### config.mk
export PLATFORM = sky130hd
export DESIGN_NAME = stream_demux
export DESIGN_NICKNAME = d
export VERILOG_FILES = /design/src/rtl/stream_demux_pkg.sv /design/src/rtl/stream_reg_slice.sv /design/src/rtl/stream_demux.sv
export SDC_FILE = /design/constraint.sdc
export NUM_CORES = 1
export LEC_CHECK = 0
export BUFFER_PORTS_ARGS = -buffer_cell sky130_fd_sc_hd__buf_2
export CAP_MARGIN = 20
export CORE_MARGIN = 3
export CORE_UTILIZATION = 30
export CTS_CLUSTER_SIZE = 12
export DETAILED_ROUTE_END_ITERATION = 8
export SETUP_SLACK_MARGIN = 0.1
export SLEW_MARGIN = 20
export SYNTH_ARGS = -nofsm -noshare
export SYNTH_HDL_FRONTEND = slang
export SYNTH_SLANG_ARGS = --single-unit
export TNS_END_PERCENT = 30
### constraint.sdc
create_clock -name clk_sig -period 2.1 [get_ports clk_sig]
set_input_delay 0.105 -clock clk_sig [delete_from_list [all_inputs] [get_ports clk_sig]]
set_output_delay 0.105 -clock clk_sig [all_outputs]
set_load 0.01 [all_outputs]
### src/rtl/stream_demux_pkg.sv
// stream_demux_pkg: shared types and constants for the stream demultiplexer.
//   state_t   frame FSM encoding (ST_IDLE, ST_FRAME)
//   DST_OUT0  destination code for output 0
//   DST_OUT1  destination code for output 1
package stream_demux_pkg;

  typedef enum logic {
    ST_IDLE  = 1'b0,
    ST_FRAME = 1'b1
  } state_t;

  localparam logic DST_OUT0 = 1'b0;
  localparam logic DST_OUT1 = 1'b1;

endpackage

### src/rtl/stream_reg_slice.sv
// stream_reg_slice: one-entry valid/ready holding register.
//
// Handshake: a beat transfers on any rising edge where vld and rdy are both
// high; a producer holds vld and its payload stable until that edge, and rdy
// may depend combinationally on the downstream rdy.
//
// Ports:
//   clk_sig      in   clock
//   rst_sig      in   synchronous active-high reset (empties the slot, clears data)
//   in_vld_sig   in   upstream valid
//   in_rdy_sig   out  upstream ready = slot empty or slot draining this cycle
//   in_dat_sig   in   upstream payload
//   out_vld_sig  out  slot holds a beat
//   out_rdy_sig  in   downstream ready for the held beat
//   out_dat_sig  out  held payload
module stream_reg_slice #(
  parameter int W = 18
) (
  input  logic         clk_sig,
  input  logic         rst_sig,
  input  logic         in_vld_sig,
  output logic         in_rdy_sig,
  input  logic [W-1:0] in_dat_sig,
  output logic         out_vld_sig,
  input  logic         out_rdy_sig,
  output logic [W-1:0] out_dat_sig
);

  logic         buf_vld;
  logic [W-1:0] buf_dat;
  logic         push;
  logic         pop;

  assign pop        = buf_vld & out_rdy_sig;
  // Accepting while draining gives full throughput through a single entry.
  assign in_rdy_sig = ~buf_vld | pop;
  assign push       = in_vld_sig & in_rdy_sig;

  always_ff @(posedge clk_sig) begin
    if (rst_sig) begin
      buf_vld <= 1'b0;
      buf_dat <= '0;
    end else if (push) begin
      buf_vld <= 1'b1;
      buf_dat <= in_dat_sig;
    end else if (pop) begin
      buf_vld <= 1'b0;
    end
  end

  assign out_vld_sig = buf_vld;
  assign out_dat_sig = buf_dat;

endmodule

### src/rtl/stream_demux.sv
// stream_demux: one-input, two-output valid/ready demultiplexer with a single
// registered holding stage and per-output completed-frame counters.
//
// Optional feature macro: DEMUX_FRAME_LOCK_EN
//   defined   - frame FSM locks the destination chosen on the first beat of a
//               frame until the beat carrying in_last_sig
//   undefined - destination is sel_sig sampled at every accepted beat
//
// Ports:
//   clk_sig        in   clock, rising edge
//   rst_sig        in   synchronous active-high reset
//   sel_sig        in   destination select (0 -> out0, 1 -> out1)
//   in_vld_sig     in   input valid
//   in_rdy_sig     out  input ready (combinational from the selected outN_rdy_sig)
//   in_dat_sig     in   input data
//   in_last_sig    in   last beat of frame
//   outN_vld_sig   out  output valid, only on the buffered beat's destination
//   outN_rdy_sig   in   output ready
//   outN_dat_sig   out  output data, shared holding register
//   outN_last_sig  out  output last, shared holding register
//   frmN_cnt_sig   out  saturating count of frames completed on outN
//   dbg_state_sig  out  frame FSM state (constant ST_IDLE without frame lock)
import stream_demux_pkg::*;

module stream_demux #(
  parameter int WIDTH     = 16,
  parameter int CNT_WIDTH = 16
) (
  input  logic                 clk_sig,
  input  logic                 rst_sig,
  input  logic                 sel_sig,
  input  logic                 in_vld_sig,
  output logic                 in_rdy_sig,
  input  logic [WIDTH-1:0]     in_dat_sig,
  input  logic                 in_last_sig,
  output logic                 out0_vld_sig,
  input  logic                 out0_rdy_sig,
  output logic [WIDTH-1:0]     out0_dat_sig,
  output logic                 out0_last_sig,
  output logic                 out1_vld_sig,
  input  logic                 out1_rdy_sig,
  output logic [WIDTH-1:0]     out1_dat_sig,
  output logic                 out1_last_sig,
  output logic [CNT_WIDTH-1:0] frm0_cnt_sig,
  output logic [CNT_WIDTH-1:0] frm1_cnt_sig,
  output state_t               dbg_state_sig
);

  localparam int PW = WIDTH + 2;

  logic             dst;
  logic             push;
  logic             pop;
  logic             out_rdy;
  logic             buf_vld;
  logic             buf_dst;
  logic             buf_last;
  logic [WIDTH-1:0] buf_dat;
  logic [PW-1:0]    slice_in;
  logic [PW-1:0]    slice_out;

  assign slice_in = {dst, in_last_sig, in_dat_sig};
  assign {buf_dst, buf_last, buf_dat} = slice_out;

  // Only the buffered beat's own destination may drain the slot.
  assign out_rdy = (buf_dst == DST_OUT1) ? out1_rdy_sig : out0_rdy_sig;
  assign pop     = buf_vld & out_rdy;
  assign push    = in_vld_sig & in_rdy_sig;

  stream_reg_slice #(
    .W (PW)
  ) u_slice (
    .clk_sig     (clk_sig),
    .rst_sig     (rst_sig),
    .in_vld_sig  (in_vld_sig),
    .in_rdy_sig  (in_rdy_sig),
    .in_dat_sig  (slice_in),
    .out_vld_sig (buf_vld),
    .out_rdy_sig (out_rdy),
    .out_dat_sig (slice_out)
  );

`ifdef DEMUX_FRAME_LOCK_EN
  state_t state;
  state_t state_nxt;
  logic   lock_dst;
  logic   lock_nxt;

  always_ff @(posedge clk_sig) begin
    if (rst_sig) begin
      state    <= ST_IDLE;
      lock_dst <= DST_OUT0;
    end else begin
      state    <= state_nxt;
      lock_dst <= lock_nxt;
    end
  end

  always_comb begin
    state_nxt = state;
    lock_nxt  = lock_dst;
    case (state)
      ST_IDLE: begin
        if (push) begin
          lock_nxt = sel_sig;
          // Single-beat frames never open a frame.
          if (!in_last_sig) state_nxt = ST_FRAME;
        end
      end
      ST_FRAME: begin
        if (push && in_last_sig) state_nxt = ST_IDLE;
      end
      default: state_nxt = ST_IDLE;
    endcase
  end

  // First beat of a frame steers by sel_sig directly, so a new frame to the
  // other output needs no bubble.
  assign dst           = (state == ST_FRAME) ? lock_dst : sel_sig;
  assign dbg_state_sig = state;
`else
  assign dst           = sel_sig;
  assign dbg_state_sig = ST_IDLE;
`endif

  assign out0_vld_sig  = buf_vld & (buf_dst == DST_OUT0);
  assign out1_vld_sig  = buf_vld & (buf_dst == DST_OUT1);
  assign out0_dat_sig  = buf_dat;
  assign out1_dat_sig  = buf_dat;
  assign out0_last_sig = buf_last;
  assign out1_last_sig = buf_last;

  // Frame counters saturate at all-ones instead of wrapping.
  always_ff @(posedge clk_sig) begin
    if (rst_sig) begin
      frm0_cnt_sig <= '0;
      frm1_cnt_sig <= '0;
    end else if (pop && buf_last) begin
      if (buf_dst == DST_OUT0) begin
        if (frm0_cnt_sig != {CNT_WIDTH{1'b1}}) frm0_cnt_sig <= frm0_cnt_sig + 1'b1;
      end else begin
        if (frm1_cnt_sig != {CNT_WIDTH{1'b1}}) frm1_cnt_sig <= frm1_cnt_sig + 1'b1;
      end
    end
  end

endmodule

Word-level counts from Yosys, hierarchy flattened
Index checks and enable logic that the tools add are counted.

$add $sub $neg: 2. Eq/ne operators: 2. Multiplexer cells: 3. Bitwise gates (word level): 7. Reductions and logical operators: 4.

Operators with widths (number): 16-bit by 1-bit adder with 16-bit output (second input constant) (2); 16-bit != test (second input constant) (2); 3-bit AND reduction (2); 1-bit bitwise AND (4); 1-bit 2-to-1 mux (3); 1-bit inverter (2); 2-bit nonzero test (1); 1-bit logical AND (1); 1-bit bitwise OR (1).

Bits in registers: 51. Bits of input ports: 23. Output and inout port bits: 70.

Logic depth before layout (Yosys ltp)
Word-level depth: 5. Depth in mapped cells: 7. Mapped depth without buffers: 6.

Modules after synthesis
Synthesis repeated with hierarchy kept, for this count alone.

Cells, all modules: 308. Area, all modules: 2839.0 um^2.

By module, submodules not included: stream_demux (times used 1, cells an instance 222, area an instance 1848.0 um^2); stream_reg_slice (times used 1, cells an instance 86, area an instance 991.0 um^2).

Worst setup path before layout
Ideal clock, no wire load.

Kind: reg-to-reg. From: register frm1_cnt_sig[0]. To: register frm1_cnt_sig[7]. Setup time: 0.070 ns. Arrival: 1.863 ns. Required time: 2.030 ns. Setup slack: 0.167 ns. Cell stages (with the launch flop): 8. Buffers on the path: 1. Clock period less this slack: 1.933 ns. Cell sequence: dfxtp_1 > ha_1 > and3_1 > and4_4 > a21o_1 > buf_6 > or4_1 > a21oi_1.

Longest elaborated chain between the ends: 2. Elaborated cells on any way between the ends: 3. Classes of those cells: add/sub: 1; eq/ne: 1; reduce/logical: 1.

Ends and longest elaborated chain: start, declared (RTL line stream_demux.sv:45) `output logic [CNT_WIDTH-1:0] frm1_cnt_sig,`; start signal, assigned (RTL line stream_demux.sv:142) `if (frm1_cnt_sig != {CNT_WIDTH{1'b1}}) frm1_cnt_sig <= frm1_cnt_sig + 1'b1;`; branches (longest 2 deep; another with 16-bit by 1-bit adder with 16-bit output).

Parallel ways; which one is timed is not known. A chain may end at the register's enable or synchronous reset.

Worst setup path in the final report
From: register frm1_cnt_sig[1]. To: register frm1_cnt_sig[7].

The elaborated chain is that of the path after synthesis.

==> summary by stage <==
Clocking
The number of setup buffers added after CTS is 0. The number of cells upsized or downsized after cts is 0. The CTS tree is built. The later pin in the worst-skew pair is clocked with a latency of 0.30 ns. The clock sink count is 51. The maximum number of buffers from clock root to sink is 2. After clock tree synthesis, the clock-pin slew on the worst setup and hold paths is 0.09 ns.

The total number of H-tree levels is 2. After clock tree synthesis, the flow added hold-fix buffers numbering 0. Buffers inserted during clock tree synthesis total 5.

The cell sitting at the root of the clock tree is a clkbuf_8.

Power and ir drop
In this run the power density over the cells is 587 nW/um^2. IR analysis of the VDD net gives a maximum drop of 0.236 mV. The leakage component of the power is 1.28 nW.

Drt
The met2 layer wire length in the routed design is 2430 um. The routed metal-1 wirelength is 2790 um. The top layer reached by signal wires is met4. The count of unresolved DRC violations after routing is 0. Across all layers, the routed design uses 2174 vias.

After detailed routing, the total wire length is 5710 um. The detailed-route vias per instance is 4.71. The amount of wire on met3 after detailed routing is 425 um. The detailed-route wire length per cell is 12.4 um. The pre-antenna-repair detailed-routing pass consisted of 4 iterations. The count of nets left with antenna violations once routing finished came out at 0. The violation count after the first detailed-route iteration is 59.

Run
Across the run, the number of max-cap violations was 0.

Timing
Subtracting the final worst setup slack from the clock period gives 1.91 ns. The worst-case setup margin in the final layout is 0.192 ns. For the pin with the worst max-slew slack, the measured transition is 0.961 ns.

The largest clock skew in the final design is 0.00850 ns. The ratio of final minimum period to clock period is 90.9%. Across all hold checks on the routed design, the worst slack comes to 0.0391 ns. Timing would allow up to 0.524 GHz. Headroom to the max-slew limit came out at 35.9%. The final number of max-transition violations was 0. Setup repair after global routing could not meet its margin everywhere. The hold violation total from the final report was 0. After routing, the total negative slack on setup checks comes to 0 ns. The final-report setup violation count is 0.

Global route
The aggregate global routing overflow is 0. The first-pass GRT wire length is 9470 um. The maximum number of pins on one net before global-route repair is 53.

The initial antenna violation count was 0. The number of global-route vias before repair is 1938. In the global route stage, overall resource usage came out at 11.9%.

Placement
At the end of routability-driven placement, the weighted congestion stood at 0.782. The number of buffer cells added on primary ports is 91. The wire-length estimate of the detail-placed layout is 4160 um. The post-place instance area is 2800 sq um. The worst slack at placement is 0.151 ns.

Setup path
The source of the critical timing path is frm1_cnt_sig[1]. The critical path required time is 2.33 ns. The critical path is of the reg2reg type.

In this run the critical register-to-register path is launched from frm1_cnt_sig[1]. The worst setup path is captured at a flip-flop. The kind of start point of the critical path is a flip-flop. STA puts the critical path data arrival time at 2.14 ns. The maximum fanout along the worst path is 6.

Finish
Cells fill 36.6% of the core in the end. 0 antenna diodes ended up in the layout. The post-layout net count is 384. Leaving out fill and tap cells, the most frequent cell in the layout is buf_2.

Once layout is done, the placed cells without fillers occupy 2900 sq um. The fraction of final layout cells with drive strength greater than 1 is 30.6%. The area growth from synthesis to layout is 15.7%. The top cell types in the final layout, fill and taps aside, are 91 x buf_2, 51 x nand2_1, 50 x dfxtp_1.

Logic synthesis
The cell count after synthesis came out at 303. The average cell area after synthesis is 8.27 sq um. The register bit total from synthesis is 51. After synthesis, the cell types taking the most area are dfxtp_1 41%, buf_4 10%, nand2_1 7.6%, xor2_1 5.2%, nor2_1 4.8%.

Yosys mapped a number of flops with a built-in enable equal to 0. For this run, the number of Yosys warnings is 0. The top-area cell type share of the netlist area is 40.8%. The library cell with the largest summed area after synthesis is dfxtp_1. Counting flops with an async set or reset pin after synthesis yields a share of 0%. The number of nets handed over by synthesis was 328. The flip-flop cell with the highest count after synthesis is dfxtp_1.

The sequential cell area fraction in the yosys report is 40.8%. Summing every instance area after synthesis gives 2500 sq um. Synthesis instantiated 40 different standard cells from the library.

Floorplan
Pin placement for this block handled 93 I/O pins. The die is 97.4 um wide. The core box area is 7930 sq um.

The height of the die is 97.4 um. The initial cell density of the core is 31.6%. Row generation in the floorplan step produced 32 rows. The die covers 9480 sq um.

Status
The flow ran to the end, and the final reports show no timing, DRC or antenna violations.

Worst hold path
The worst hold path begins at in_dat_sig[1]. The class of the tightest hold or removal check is in2reg.
## flip-flops by register name (all words and copies together) (netlist names)
register and count:
frm1_cnt_sig 16, u_slice.out_dat_sig 18, frm0_cnt_sig 16, u_slice.out_vld_sig 1
## area by class of cell
type | instances | area [sq um]
inverter | 4 | 15.0
clock inverter | 1 | 5.00
fill | 880 | 5030
clock buffer | 7 | 76.3
tap | 102 | 128
sequential | 51 | 1020
timing repair buffer | 93 | 470
multi-input combinational | 204 | 1180
## routing by layer
layer  GRT usage [%]  vias up
met5               0        -
met1            16.0      991
li1                -     1107
met3            3.73        7
met2            18.2       69
met4            3.19        0
## metrics by stage
stage | std cells | power, W
3_3_place_gp | 454 | 0.00118
3_5_place_dp | 454 | 0.00118
2_1_floorplan | 303 | 0.00116
5_1_grt | 462 | 0.00179
4_1_cts | 462 | 0.00175
6_report | 462 | 0.00170
## report_power, final
| part | leakage [nW] | switching (W) | internal, W |
|---|---|---|---|
| combinational | 0.822 | 0.0000877 | 0.0000592 |
| clock | 0.0422 | 0.000316 | 0.000235 |
| sequential | 0.415 | 0.0000161 | 0.000989 |
## logic make-up (layout without fill, tap and decap cells)
family                   Yosys count  count (layout)  share of synthesized area [%]
AO/OA/AOI/OAI                     35              35                           8.14
other                              1               1                          0.150
XOR/XNOR                          23              23                           8.04
adder cells (fa/ha/maj)            2               2                          0.999
multiplexers                       3               3                           1.20
flip-flops                        51              51                           40.8
AND/OR/NAND/NOR                  140             140                           28.1
buffers and inverters             48             105                           12.6
## critical path, cell delays in order (launching register included)
cell     delay [ns]
dfxtp_1        0.36
ha_1           0.21
and3_4         0.19
and4_4         0.17
a21o_1         0.23
or4_1          0.54
a21oi_2        0.14
## final timing paths
path                            end  slack [ns]  depth (start not counted)
max                 frm1_cnt_sig[7]        0.19                          6
min          u_slice.out_dat_sig[1]        0.04                          3
max reg2reg         frm1_cnt_sig[7]        0.19                          6
min reg2reg  u_slice.out_dat_sig[8]        0.47                          2
## cell usage after synthesis (4+ instances only)
library cell	n
xnor2_1	8
clkbuf_1	7
nor2b_1	4
nand3_1	7
dfxtp_1	51
buf_4	34
nor4_1	5
and2_1	4
inv_1	4
nor2_1	32
and3_1	5
xor2_1	15
a21oi_1	22
nand4_1	12
nand2_1	51
Note: power is estimated with default switching activity, not from simulation.
